**src/rtl/conv_pkg.sv**
```systemverilog
// Shared constants and types for the conv1 window generator slice.
package conv_pkg;

    localparam int KERNEL_SIZE = 3;
    localparam int WIN_N       = KERNEL_SIZE * KERNEL_SIZE;
    localparam int DATA_W      = 32;
    localparam int IMG_W       = 28;
    localparam int IMG_H       = 28;

    typedef logic [DATA_W-1:0] word_t;
    typedef word_t win_t [0:WIN_N-1];

    // Origin (top row / left column) of the last window along one axis for a given stride.
    function automatic int last_origin(input int n, input int stride);
        return ((n - KERNEL_SIZE) / stride) * stride;
    endfunction

endpackage

```
**src/rtl/conv_window_gen_if.sv**
```systemverilog
// Pixel-in / window-out handshake bundle for conv_window_gen.
interface conv_window_gen_if
    import conv_pkg::*;
#(
    parameter int DATA_W = conv_pkg::DATA_W,
    parameter int IMG_W  = conv_pkg::IMG_W,
    parameter int IMG_H  = conv_pkg::IMG_H
);

    logic                       pix_valid;
    logic                       pix_ready;
    logic [DATA_W-1:0]          pix_data;
    logic                       win_valid;
    logic                       win_ready;
    logic [DATA_W-1:0]          win_data [0:WIN_N-1];
    logic [$clog2(IMG_H)-1:0]   win_row;
    logic [$clog2(IMG_W)-1:0]   win_col;
    logic                       frame_done;

    modport master (
        output pix_valid, pix_data, win_ready,
        input  pix_ready, win_valid, win_data, win_row, win_col, frame_done
    );

    modport slave (
        input  pix_valid, pix_data, win_ready,
        output pix_ready, win_valid, win_data, win_row, win_col, frame_done
    );

endinterface

```
**src/rtl/conv_line_buf.sv**
```systemverilog
// One-row delay memory: combinational read and clocked write at the same column address.
module conv_line_buf
    import conv_pkg::*;
#(
    parameter int DEPTH  = conv_pkg::IMG_W,
    parameter int DATA_W = conv_pkg::DATA_W,
    localparam int AW    = $clog2(DEPTH)
) (
    input  logic              clk,
    input  logic              we,
    input  logic [AW-1:0]     addr,
    input  logic [DATA_W-1:0] wdata,
    output logic [DATA_W-1:0] rdata
);

    logic [DATA_W-1:0] mem [0:DEPTH-1];

    // Read returns the value from one row ago; the write replaces it on the same edge.
    assign rdata = mem[addr];

    always_ff @(posedge clk) begin
        if (we) begin
            mem[addr] <= wdata;
        end
    end

endmodule

```
**src/rtl/conv_window_gen.sv**
```systemverilog
// Raster pixel stream to 3x3 valid-padding windows with position tags.
// Optional build macro CONV_STRIDE2_EN: emit only windows at even row/column origins.
module conv_window_gen
    import conv_pkg::*;
#(
    parameter int IMG_W  = conv_pkg::IMG_W,
    parameter int IMG_H  = conv_pkg::IMG_H,
    parameter int DATA_W = conv_pkg::DATA_W
) (
    input  logic             clk,
    input  logic             rst,
    conv_window_gen_if.slave bus
);

    localparam int CW = $clog2(IMG_W);
    localparam int RW = $clog2(IMG_H);
`ifdef CONV_STRIDE2_EN
    localparam int STRIDE = 2;
`else
    localparam int STRIDE = 1;
`endif
    localparam int LAST_R = last_origin(IMG_H, STRIDE) + KERNEL_SIZE - 1;
    localparam int LAST_C = last_origin(IMG_W, STRIDE) + KERNEL_SIZE - 1;

    logic [CW-1:0]     col;
    logic [RW-1:0]     row;
    logic [DATA_W-1:0] win [0:WIN_N-1];
    logic [DATA_W-1:0] lb0_q;
    logic [DATA_W-1:0] lb1_q;
    logic [RW-1:0]     win_row_q;
    logic [CW-1:0]     win_col_q;
    logic              win_valid_q;
    logic              win_last_q;
    logic              accept;
    logic              in_range;
    logic              on_stride;
    logic              emit;
    logic              at_last;

    assign bus.pix_ready = !win_valid_q || bus.win_ready;
    assign accept        = bus.pix_valid && bus.pix_ready;
    assign in_range      = (row >= RW'(KERNEL_SIZE - 1)) && (col >= CW'(KERNEL_SIZE - 1));
`ifdef CONV_STRIDE2_EN
    // (r-2) even <=> r even, likewise for columns.
    assign on_stride     = !row[0] && !col[0];
`else
    assign on_stride     = 1'b1;
`endif
    assign emit          = accept && in_range && on_stride;
    assign at_last       = (row == RW'(LAST_R)) && (col == CW'(LAST_C));

    conv_line_buf #(
        .DEPTH (IMG_W),
        .DATA_W(DATA_W)
    ) u_linebuf0 (
        .clk  (clk),
        .we   (accept),
        .addr (col),
        .wdata(bus.pix_data),
        .rdata(lb0_q)
    );

    conv_line_buf #(
        .DEPTH (IMG_W),
        .DATA_W(DATA_W)
    ) u_linebuf1 (
        .clk  (clk),
        .we   (accept),
        .addr (col),
        .wdata(lb0_q),
        .rdata(lb1_q)
    );

    always_ff @(posedge clk or posedge rst) begin
        if (rst) begin
            col <= '0;
            row <= '0;
        end else if (accept) begin
            if (col == CW'(IMG_W - 1)) begin
                col <= '0;
                row <= (row == RW'(IMG_H - 1)) ? '0 : row + RW'(1);
            end else begin
                col <= col + CW'(1);
            end
        end
    end

    // The shift register doubles as the output window; it only moves on an accepted
    // pixel, and no pixel is accepted while a window is stalled, so the output holds.
    always_ff @(posedge clk or posedge rst) begin
        if (rst) begin
            for (int i = 0; i < WIN_N; i++) begin
                win[i] <= '0;
            end
        end else if (accept) begin
            for (int k = 0; k < KERNEL_SIZE; k++) begin
                for (int j = 0; j < KERNEL_SIZE - 1; j++) begin
                    win[k*KERNEL_SIZE + j] <= win[k*KERNEL_SIZE + j + 1];
                end
            end
            win[KERNEL_SIZE - 1]     <= lb1_q;
            win[2*KERNEL_SIZE - 1]   <= lb0_q;
            win[WIN_N - 1]           <= bus.pix_data;
        end
    end

    always_ff @(posedge clk or posedge rst) begin
        if (rst) begin
            win_valid_q <= 1'b0;
            win_last_q  <= 1'b0;
            win_row_q   <= '0;
            win_col_q   <= '0;
        end else if (emit) begin
            win_valid_q <= 1'b1;
            win_last_q  <= at_last;
            win_row_q   <= row - RW'(KERNEL_SIZE - 1);
            win_col_q   <= col - CW'(KERNEL_SIZE - 1);
        end else if (bus.win_ready) begin
            win_valid_q <= 1'b0;
        end
    end

    for (genvar g = 0; g < WIN_N; g++) begin : g_win_out
        assign bus.win_data[g] = win[g];
    end

    assign bus.win_valid  = win_valid_q;
    assign bus.win_row    = win_row_q;
    assign bus.win_col    = win_col_q;
    assign bus.frame_done = win_valid_q && bus.win_ready && win_last_q;

endmodule

```
**src/flat_wrapper.sv**
```systemverilog
// flat-port wrapper written by rule: the top's interface ports become plain ports
module conv_window_gen_flat import conv_pkg::*;
#(
    parameter int IMG_W  = conv_pkg::IMG_W,
    parameter int IMG_H  = conv_pkg::IMG_H,
    parameter int DATA_W = conv_pkg::DATA_W
)
  (clk, rst, bus_pix_valid, bus_pix_data, bus_win_ready, bus_pix_ready, bus_win_valid, bus_win_data, bus_win_row, bus_win_col, bus_frame_done);
  conv_window_gen_if #(.DATA_W(DATA_W), .IMG_W(IMG_W), .IMG_H(IMG_H)) bus_i ();
  input  logic clk;
  input  logic rst;
  input wire logic [$bits(bus_i.pix_valid)-1:0] bus_pix_valid;
  input wire logic [$bits(bus_i.pix_data)-1:0] bus_pix_data;
  input wire logic [$bits(bus_i.win_ready)-1:0] bus_win_ready;
  output wire logic [$bits(bus_i.pix_ready)-1:0] bus_pix_ready;
  output wire logic [$bits(bus_i.win_valid)-1:0] bus_win_valid;
  output wire logic [$bits(bus_i.win_data)-1:0] bus_win_data;
  output wire logic [$bits(bus_i.win_row)-1:0] bus_win_row;
  output wire logic [$bits(bus_i.win_col)-1:0] bus_win_col;
  output wire logic [$bits(bus_i.frame_done)-1:0] bus_frame_done;
  assign bus_i.pix_valid = bus_pix_valid;
  assign bus_i.pix_data = bus_pix_data;
  assign bus_i.win_ready = bus_win_ready;
  assign bus_pix_ready = bus_i.pix_ready;
  assign bus_win_valid = bus_i.win_valid;
  assign bus_win_data = {>>{bus_i.win_data}};
  assign bus_win_row = bus_i.win_row;
  assign bus_win_col = bus_i.win_col;
  assign bus_frame_done = bus_i.frame_done;
  conv_window_gen #(.IMG_W(IMG_W), .IMG_H(IMG_H), .DATA_W(DATA_W)) u_core (.clk(clk), .rst(rst), .bus(bus_i));
endmodule
```
**config.mk**
```make
export PLATFORM = sky130hd
export DESIGN_NAME = conv_window_gen_flat
export DESIGN_NICKNAME = d
export VERILOG_FILES = /design/src/rtl/conv_pkg.sv /design/src/rtl/conv_window_gen_if.sv /design/src/rtl/conv_line_buf.sv /design/src/rtl/conv_window_gen.sv /design/src/flat_wrapper.sv
export SDC_FILE = /design/constraint.sdc
export NUM_CORES = 2
export LEC_CHECK = 0
export ABC_CLOCK_PERIOD_IN_PS = 10100
export CAP_MARGIN = 20
export CORE_MARGIN = 3
export CORE_UTILIZATION = 54
export CTS_CLUSTER_DIAMETER = 200
export DETAILED_ROUTE_END_ITERATION = 12
export PLACE_DENSITY = 0.84
export RECOVER_POWER = 50
export SLEW_MARGIN = 5
export SYNTH_ARGS = -nofsm -noshare
export SYNTH_HDL_FRONTEND = slang
export SYNTH_HIERARCHICAL = 1
export SYNTH_SLANG_ARGS = --single-unit
```
**constraint.sdc**
```tcl
create_clock -name clk -period 10.1 [get_ports clk]
set_input_delay 1.515 -clock clk [delete_from_list [all_inputs] [get_ports clk]]
set_output_delay 1.515 -clock clk [all_outputs]
set_load 0.05 [all_outputs]
```
==> flow_summary.json <==
{
  "finalCritPeriodShare_pct": 72.3,
  "cts-root-buf": "clkbuf_16",
  "cts.sinks": 2102,
  "antenna_found_initial": 9,
  "cp.depth": 6,
  "initial_core_util_pct": 54.5,
  "cp_slowest_cell": "clkbuf_1",
  "grt_pass1_vias": 45553,
  "crit_buf_inv": 3,
  "power_frac_seq_pct": 40.1,
  "internal-power_mw": 19.0,
  "crit_family": "buffers and inverters",
  "hold_buffers": 0,
  "nFillCells": 9485,
  "via_per_inst": 6.48,
  "die_h_um": 393,
  "drc_errors": 0,
  "yosysUniqueCellTypes": 58,
  "wire_per_inst_um": 30.0,
  "clk_path_buf_depth": 3,
  "post_cts_buffers": 0,
  "switching_share_pct": 39.3,
  "async_reset_ff_share_pct": 14.7,
  "slew_viol_final": 1274,
  "path_class": "reg -> reg",
  "power.density_mw_per_mm2": 337,
  "synth_edf_count": 1792,
  "ys_seq_area_share_pct": 76.2,
  "place_hpwl_um": 121000,
  "hold_class": "reg -> reg",
  "antenna_left": 0,
  "slew_headroom_pct": -338,
  "violations": "capacitance limit, slew limit",
  "grt_max_degree": 165,
  "synth_flop_cell": "edfxtp_1",
  "syn_nets": 4730,
  "placementRows": 141,
  "syn_avg_cell_area_um2": 17.2,
  "peakVddDrop_mv": 0.318,
  "hold_violations": 0,
  "rsz0062_at_grt": "false",
  "max_freq_mhz": 137,
  "clock_latency_ns": 0.83,
  "grt_pass1_wl_um": 307000,
  "core_area_mm2": 0.148,
  "vias": 46672,
  "setup_tns_ns": 0,
  "syn_to_final_growth_pct": 14.6,
  "cap_violations": 35,
  "cts-buffers-inserted": 187,
  "critPathMaxStageDelay_ns": 2.32,
  "tightest_slew_ns": 6.53,
  "clock_power_share_pct": 22.6,
  "port_buffers": 336,
  "period_minus_slack_ns": 7.30,
  "overflow": 0,
  "cp.required_ns": 10.59,
  "combPwrFrac_pct": 37.3,
  "outcome": "finished, violations left",
  "clk_transition_reported_paths_ns": 0.06,
  "totalWireLength_um": 216000,
  "holdPathStages": 2,
  "tritoncts": "done",
  "yosys_warnings": 6,
  "syn-cell-area_mm2": 0.0808,
  "io_pins": 337,
  "synth_seq_cells": 2102,
  "netlist_instances": 4686,
  "die_area_mm2": 0.154,
  "clock_tree.htree_level_count": 4,
  "power_leakage_nw": 33.2,
  "clock_skew_ns": 0.0334,
  "postCtsResizedCells": 0,
  "path_max_fanout": 55,
  "grtUsageTotal_pct": 27.3,
  "drive_gt1_share_pct": 12.5,
  "cp-end-kind": "register",
  "first_pass_iters": 8,
  "crit_path_frequent_cell": "buf_4",
  "switchingPower_mw": 12.3,
  "arrival_ns": 7.79,
  "reg2regPathDepth": 6,
  "final_nets": 5138,
  "hold_ws_ns": 0.469,
  "drt_iter0_markers": 6596,
  "cp-start-kind": "register",
  "gp_congestion": 0.874,
  "crit_chain": "buf_4 -> clkbuf_1 -> mux4_2 -> a211oi_1 -> o211ai_1 -> buf_4",
  "die_width_um": 393,
  "finalSetupViolCount": 0,
  "ff_latch_area_mm2": 0.0616,
  "multi_input_area_mm2": 0.0180
}
## per-layer routing
metal  vias to the layer above  share of wire (%)  wire length [um]  global-route usage (%)
met3                       641                 12             25700                    5.81
met4                         2                6.3             13500                    14.9
li1                      18799                  -                 -                       -
met1                     23485                 34             73900                    35.9
met5                         -             0.0046                10                       0
met2                      3745                 48            103000                    43.0
## flip-flops by register name, indices dropped and copies added (netlist names)
| name | cells |
|---|---|
| u_core/u_linebuf1/mem | 896 |
| u_core/u_linebuf0/mem | 896 |
| u_core/bus.win_col | 5 |
| u_core/bus.win_data | 288 |
| u_core/win_last_q | 1 |
| u_core/bus.win_row | 5 |
| u_core/bus.win_valid | 1 |
| u_core/row | 5 |
| u_core/col | 5 |
## synth_stat cells (all sizes together), types with 4 or more instances
| cell type | count | share of area (%) |
|---|---|---|
| nor2 | 50 | 0.24 |
| o22ai | 122 | 0.94 |
| mux2i | 545 | 6.8 |
| a22oi | 64 | 0.59 |
| xor2 | 4 | 0.043 |
| dfrtp | 310 | 9.6 |
| edfxtp | 1792 | 67 |
| o211ai | 62 | 0.58 |
| a211oi | 54 | 0.50 |
| ha | 8 | 0.12 |
| and3 | 9 | 0.070 |
| nor2b | 14 | 0.11 |
| a21oi | 64 | 0.40 |
| buf | 221 | 1.6 |
| mux4 | 206 | 5.7 |
| or4b | 4 | 0.050 |
| or2 | 4 | 0.031 |
| nor4b | 4 | 0.043 |
| clkbuf | 36 | 0.17 |
| nand2 | 935 | 4.3 |
| inv | 16 | 0.074 |
| nand3b | 8 | 0.084 |
| nor3 | 28 | 0.19 |
| nand3 | 63 | 0.42 |
| o21ai | 8 | 0.050 |
| mux2 | 11 | 0.18 |
## final timing paths
check | startpoint | end | slack (ns)
setup / recovery | u_core/col[1] | u_core/u_linebuf1/mem[21][25] | 2.80
setup reg to reg | u_core/col[1] | u_core/u_linebuf1/mem[21][25] | 2.80
hold reg to reg | u_core/bus.win_data[276] | u_core/bus.win_data[276] | 0.47
max in group asynchronous | rst | u_core/bus.win_data[286] | 4.01
hold / removal | u_core/bus.win_data[276] | u_core/bus.win_data[276] | 0.47
min in group asynchronous | rst | u_core/bus.win_data[269] | 3.21
## worst register-to-register path, stage by stage, from the launching register on
cell and delay, ns:
dfrtp_1 1.63, buf_4 0.98, clkbuf_1 2.35, mux4_2 0.56, a211oi_1 0.84, o211ai_1 0.22
buf_4 0.34
## stage by stage
step	power [mW]	setup slack [ns]	util, %	instance area [um^2]	instances
2_1_floorplan	19.2	0.0123	-	80800	4686
3_3_place_gp	23.8	4.37	58.4	86500	6808
3_5_place_dp	24.1	4.26	58.4	86500	6810
4_1_cts	31.2	5.11	62.5	92600	7162
5_1_grt	32.0	2.61	62.5	92600	7187
6_report	31.2	2.80	62.5	92600	7197
## logic make-up after synthesis
group,Yosys count,synth area share [%]
AO/OA/AOI/OAI,389,3.27
XOR/XNOR,4,0.0434
flip-flops,2102,76.2
buffers and inverters,275,1.81
AND/OR/NAND/NOR,1146,5.86
multiplexers,762,12.7
adder cells (fa/ha/maj),8,0.124
## power by group through the flow
stage	registers, mW	clock network, mW	logic (mW)
6_report	12.5	7.05	11.7
5_1_grt	12.6	7.42	12.0
4_1_cts	12.5	7.09	11.6
3_5_place_dp	12.7	0	11.4
3_3_place_gp	12.6	0	11.1
2_1_floorplan	14.1	0	5.10
## cells in the final DEF (no fill, tap or decap), drive strengths merged, types with 86 or more instances in the layout
cell type	n
mux2i	545
buf	99
dfrtp	310
mux4	206
clkinv	86
dlygate4sd3	331
nand2	935
o22ai	122
edfxtp	1792
clkbuf	280
## final cells by class
cell class                 instances  share of cell area (%)
timing repair buffer             476                    4.84
multi-input combinational       2309                    19.5
sequential                      2102                    66.5
inverter                          18                  0.0824
clock buffer                     237                    5.37
tap                             1930                    2.61
antenna                           10                  0.0270
clock inverter                   115                    1.13
(Power assumes the default switching activity.)
